===== src/rtl/fetch_unit.sv =====
// Instruction fetch stage: PC register, IF/ID pipeline register and fetch counter.
// Optional macro FETCH_ALIGN_CHECK_EN adds redirect alignment / IMEM range checking with a sticky HALT.
module fetch_unit #(
    parameter logic [31:0] RESET_PC   = 32'h0000_0000,
    parameter int unsigned IMEM_BYTES = 128
) (
    input  logic        clk,
    input  logic        rst_n,
    output logic [31:0] pc_out,
    input  logic [31:0] im_instr,
    input  logic        stall,
    input  logic        flush,
    input  logic        redirect_valid,
    input  logic [31:0] redirect_pc,
    output logic        id_valid,
    output logic [31:0] id_instr,
    output logic [31:0] id_pc,
    output logic [31:0] id_pc_plus4,
    output logic [31:0] fetch_count,
    output logic        fetch_err
);

    localparam int unsigned XLEN = 32;

    typedef enum logic [1:0] {
        ST_BOOT,
        ST_RUN
`ifdef FETCH_ALIGN_CHECK_EN
        , ST_HALT
`endif
    } state_e;

    state_e            state_q, state_d;
    logic [XLEN-1:0]   pc_q, pc_d;
    logic              id_valid_q, id_valid_d;
    logic [XLEN-1:0]   id_instr_q, id_instr_d;
    logic [XLEN-1:0]   id_pc_q, id_pc_d;
    logic [XLEN-1:0]   id_pc_plus4_q, id_pc_plus4_d;
    logic [XLEN-1:0]   fetch_count_q, fetch_count_d;
    logic [XLEN-1:0]   pc_plus4;
    logic [XLEN-1:0]   redirect_tgt;
    logic              advance;

    assign pc_plus4 = pc_q + XLEN'(4);
    assign advance  = !redirect_valid && !flush && !stall;

`ifdef FETCH_ALIGN_CHECK_EN
    logic fetch_err_q, fetch_err_d;
    logic align_err;
    logic range_err;

    assign redirect_tgt = redirect_pc;
    assign align_err    = redirect_valid && (redirect_pc[1:0] != 2'b00);
    assign range_err    = advance && (pc_q >= XLEN'(IMEM_BYTES));
    assign fetch_err    = fetch_err_q;
`else
    logic unused_cfg;

    // Without checking, low target bits are simply dropped to keep the PC word aligned.
    assign redirect_tgt = {redirect_pc[XLEN-1:2], 2'b00};
    assign unused_cfg   = ^{redirect_pc[1:0], XLEN'(IMEM_BYTES)};
    assign fetch_err    = 1'b0;
`endif

    // Next-state and datapath update, priority redirect > flush > stall > advance.
    always_comb begin
        state_d       = state_q;
        pc_d          = pc_q;
        id_valid_d    = id_valid_q;
        id_instr_d    = id_instr_q;
        id_pc_d       = id_pc_q;
        id_pc_plus4_d = id_pc_plus4_q;
        fetch_count_d = fetch_count_q;
`ifdef FETCH_ALIGN_CHECK_EN
        fetch_err_d   = fetch_err_q;
`endif
        case (state_q)
            ST_BOOT: begin
                state_d = ST_RUN;
            end
            ST_RUN: begin
`ifdef FETCH_ALIGN_CHECK_EN
                if (align_err || range_err) begin
                    state_d     = ST_HALT;
                    fetch_err_d = 1'b1;
                    id_valid_d  = 1'b0;
                end else
`endif
                if (redirect_valid) begin
                    pc_d       = redirect_tgt;
                    id_valid_d = 1'b0;
                end else if (flush) begin
                    id_valid_d = 1'b0;
                    if (!stall) begin
                        pc_d = pc_plus4;
                    end
                end else if (!stall) begin
                    id_instr_d    = im_instr;
                    id_pc_d       = pc_q;
                    id_pc_plus4_d = pc_plus4;
                    id_valid_d    = 1'b1;
                    pc_d          = pc_plus4;
                    if (fetch_count_q != '1) begin
                        fetch_count_d = fetch_count_q + XLEN'(1);
                    end
                end
            end
`ifdef FETCH_ALIGN_CHECK_EN
            ST_HALT: begin
                id_valid_d = 1'b0;
            end
`endif
            default: begin
                state_d = ST_BOOT;
            end
        endcase
    end

    always_ff @(posedge clk or negedge rst_n) begin
        if (!rst_n) begin
            state_q       <= ST_BOOT;
            pc_q          <= RESET_PC;
            id_valid_q    <= 1'b0;
            id_instr_q    <= '0;
            id_pc_q       <= '0;
            id_pc_plus4_q <= '0;
            fetch_count_q <= '0;
        end else begin
            state_q       <= state_d;
            pc_q          <= pc_d;
            id_valid_q    <= id_valid_d;
            id_instr_q    <= id_instr_d;
            id_pc_q       <= id_pc_d;
            id_pc_plus4_q <= id_pc_plus4_d;
            fetch_count_q <= fetch_count_d;
        end
    end

`ifdef FETCH_ALIGN_CHECK_EN
    always_ff @(posedge clk or negedge rst_n) begin
        if (!rst_n) begin
            fetch_err_q <= 1'b0;
        end else begin
            fetch_err_q <= fetch_err_d;
        end
    end
`endif

    assign pc_out      = pc_q;
    assign id_valid    = id_valid_q;
    assign id_instr    = id_instr_q;
    assign id_pc       = id_pc_q;
    assign id_pc_plus4 = id_pc_plus4_q;
    assign fetch_count = fetch_count_q;

endmodule


===== config.mk =====
export PLATFORM = sky130hd
export DESIGN_NAME = fetch_unit
export DESIGN_NICKNAME = d
export VERILOG_FILES = /design/src/rtl/fetch_unit.sv
export SDC_FILE = /design/constraint.sdc
export NUM_CORES = 1
export LEC_CHECK = 0
export ABC_CLOCK_PERIOD_IN_PS = 5050
export CORE_MARGIN = 2
export CORE_UTILIZATION = 25
export CTS_CLUSTER_DIAMETER = 150
export DETAILED_ROUTE_END_ITERATION = 16
export REMOVE_ABC_BUFFERS = 1
export SLEW_MARGIN = 20
export SYNTH_ARGS = -nofsm -noshare
export SYNTH_HDL_FRONTEND = slang
export SYNTH_SLANG_ARGS = --single-unit

===== constraint.sdc =====
create_clock -name clk -period 5.05 [get_ports clk]
set_input_delay 1.01 -clock clk [delete_from_list [all_inputs] [get_ports clk]]
set_output_delay 1.01 -clock clk [all_outputs]
set_load 0.005 [all_outputs]

==> results.md <==
- Remaining DRCs: 0
- Vias/cell: 4.49
- DRT Wirelength: 21900 um
- Core ar.: 28800 um2
- Status: complete, no violations
- Remaining global-route overflow: 0
- Final min period: 2960 ps
- Clock group share of total power: between 30% and 40%
- Fin. max-slew vios: 0
- Post-cts hold buffer count: 0
- Cell with the most instances after synthesis: nand2_1
- Switch share: 28.7%
- Final core occ: 36.3%
- Gate power share: 23.1%
- Row count: 62
- Initial antenna violation count: 1
- Initial Util: 25.4%
- Crit path max fanout: 78
- Buffer count from post-CTS setup fixing: 0
- Max_cap viols: 0
- Overall Power: 3.88 mW
- Clk sinks: ~160
- Final net count: 1062
- Post-synth EDFFs: 0
- First-pass GRT wire length: 35200 um
- Die X-Extent: 175 um
- Hold crit path type: reg2reg
- Area delta synth->final: 42.6%
- Routed via count: 6240
- Cts repair resizes: 0
- H-tree levels: 4
- Post-synth ARST share: 100%
- Leak: 4.54 nW
- Max Clk Rate: approximately 340 MHz
- CP required: 5350 ps
- Clk_skew: 14.6 ps
- Relative slew slack: between 30% and 40%
- Power per cell area: approximately 370 nW/um2
- Sw power: about 1.1 mW
- YS warnings: 0
- Sequential power share: 42.8%
- DRT Pass-1 Iters: 6
- CTS root buf: clkbuf_16
- Sequential cell area fraction in the yosys report: 53.4%
- Largest net degree at the start of global routing: 81
- RSZ-0062 raised after global routing: no
- Top_reg_cell synth: dfrtp_1
- Yosys reg bits: around 160
- Setup crit end kind: register
- Worst-margin pin slew: 898 ps
- Max clock buf depth: 2
- VDD IR max: 0.148 mV
- Final Instance Area: 10400 um2
- Synth top cells by count: 250 x nand2_1, 156 x dfrtp_1, 45 x o21ai_0
- GRT Total Usage: 14.6%
- Worst endpoint data arrival time: between 3000 and 4000 ps
- # setup viols final: 0
- Clock transition at the registers of the reported paths: around 70 ps
- Clock latency on the worst-skew pair: approximately 420 ps
- CTS buffer count: 17
- Overall die height: 175 um
- Cell taking the most area after synthesis: dfrtp_1
- Final hold viol count: 0
- CTS tree: yes
- Post-Syn Instances: 794
- WL/cell: 15.8 um
- Critical path class: in2reg
- Ranking of synthesized cells by area: dfrtp_1 53%, nand2_1 13%, xor2_1 3.8%
- Port bufs: 221
- Post-Place Cell Area: around 9800 um2
- ANT nets after route: 0
- Post-DP HPWL: 15300 um
- Distinct cells, synth: 50
- Period utilization: between 50% and 60%
- Synth top area share: 53.4%
- Ports: ~230
- Startpoint Class: primary input
- GP Congestion: 0.755
- Filler cells: 2906
- Iter 0 DRT Violations: 364
- Synthesized area per cell: between 9 and 10 um2
- Share of cells above drive strength 1: 6.47%
- Power Internal: 2.76 mW
- Vias in the first global route: 6251
- Cell Area, Synth: 7310 um2
- Die ar.: 30600 um2
==> flip-flops by register name (all words and copies together), names as in the netlist <==
| name | count |
|---|---|
| pc_out | 30 |
| id_valid | 1 |
| id_pc | 30 |
| fetch_count | 32 |
| id_pc_plus4 | 30 |
| state_q | 1 |
| id_instr | 32 |
==> logic make-up (layout without fill, tap and decap cells) <==
kind of cell,after synthesis,count (layout),share of synthesized area [%]
compound gates,123,123,10.2
buf+inv,67,271,4.34
simple gates,384,384,24.3
flops,156,156,53.4
fa+ha+maj,2,2,0.342
xor+xnor,57,57,6.93
other cells,2,9,0.103
mux,3,3,0.428
==> worst paths after layout <==
path	from	end	slack, ps	cells after the start
setup / recovery	stall	fetch_count[13]$_DFFE_PN0P_	2090	4
hold / removal	id_pc[29]$_DFFE_PN0P_	id_pc[29]$_DFFE_PN0P_	480	2
hold reg to reg	id_pc[29]$_DFFE_PN0P_	id_pc[29]$_DFFE_PN0P_	480	2
max in group asynchronous	rst_n	pc_out[17]$_DFFE_PN0P_	3390	2
setup reg to reg	fetch_count[0]$_DFFE_PN0P_	fetch_count[21]$_DFFE_PN0P_	2560	6
min in group asynchronous	rst_n	fetch_count[19]$_DFFE_PN0P_	650	1
==> cell type report <==
cell class	instances	area, um2	share of cell area [%]
clock inverter	14	164	1.57
timing repair buffer	232	2290	22.0
multi-input combinational	577	3140	30.1
antenna	1	2.50	0.0240
sequential	156	3900	37.4
inverter	7	26.3	0.252
clock buffer	18	429	4.11
tap	384	480	4.60
==> per-stage QoR <==
step                hold slack [ps]  setup TNS [ps]  worst slack [ps]  cells
CTS                             478               0              2090   1388
detailed placement              462               0              1630   1356
floorplan                       470         -164160             -2800    740
global route                    499               0              1930   1389
finish                          475               0              2090   1389
global placement                455               0              1660   1356
==> critical path, cell delays in order <==
cell	delay [ps]
clkdlybuf4s50_1	510
or4b_4	890
or4_4	670
xnor2_2	140
==> cell usage in the layout (no fill, tap or decap), types with 11 or more instances in the layout <==
cell type / Yosys / final
nand2_1: 250 / 250
clkdlybuf4s50_1: 0 / 219
dfrtp_1: 156 / 156
o21ai_0: 45 / 44
xor2_1: 32 / 32
nor2_1: 29 / 29
nand4_1: 26 / 26
nand3_1: 26 / 26
xnor2_1: 24 / 24
a21oi_1: 22 / 22
clkbuf_16: 0 / 17
nor3_1: 12 / 12
o22ai_1: 12 / 12
buf_4: 10 / 11
==> layer usage <==
layer | vias to the layer above | GRT usage, % | share of wire [%]
met5 | - | 0 | 0
met2 | 176 | 23.7 | 47
met1 | 2974 | 19.2 | 45
met4 | 0 | 3.47 | 1.0
met3 | 16 | 4.33 | 6.7
li1 | 3074 | - | -
==> power by group through the flow <==
| stage | logic [mW] | clock network, mW | registers [mW] |
|---|---|---|---|
| 2_1_floorplan | 0.268 | 0 | 1.67 |
| 3_3_place_gp | 0.902 | 0 | 1.67 |
| 3_5_place_dp | 0.910 | 0 | 1.69 |
| 4_1_cts | 0.914 | 1.37 | 1.66 |
| 5_1_grt | 0.995 | 1.42 | 1.70 |
| 6_report | 0.896 | 1.32 | 1.66 |
Note: power is estimated with default switching activity, not from simulation.
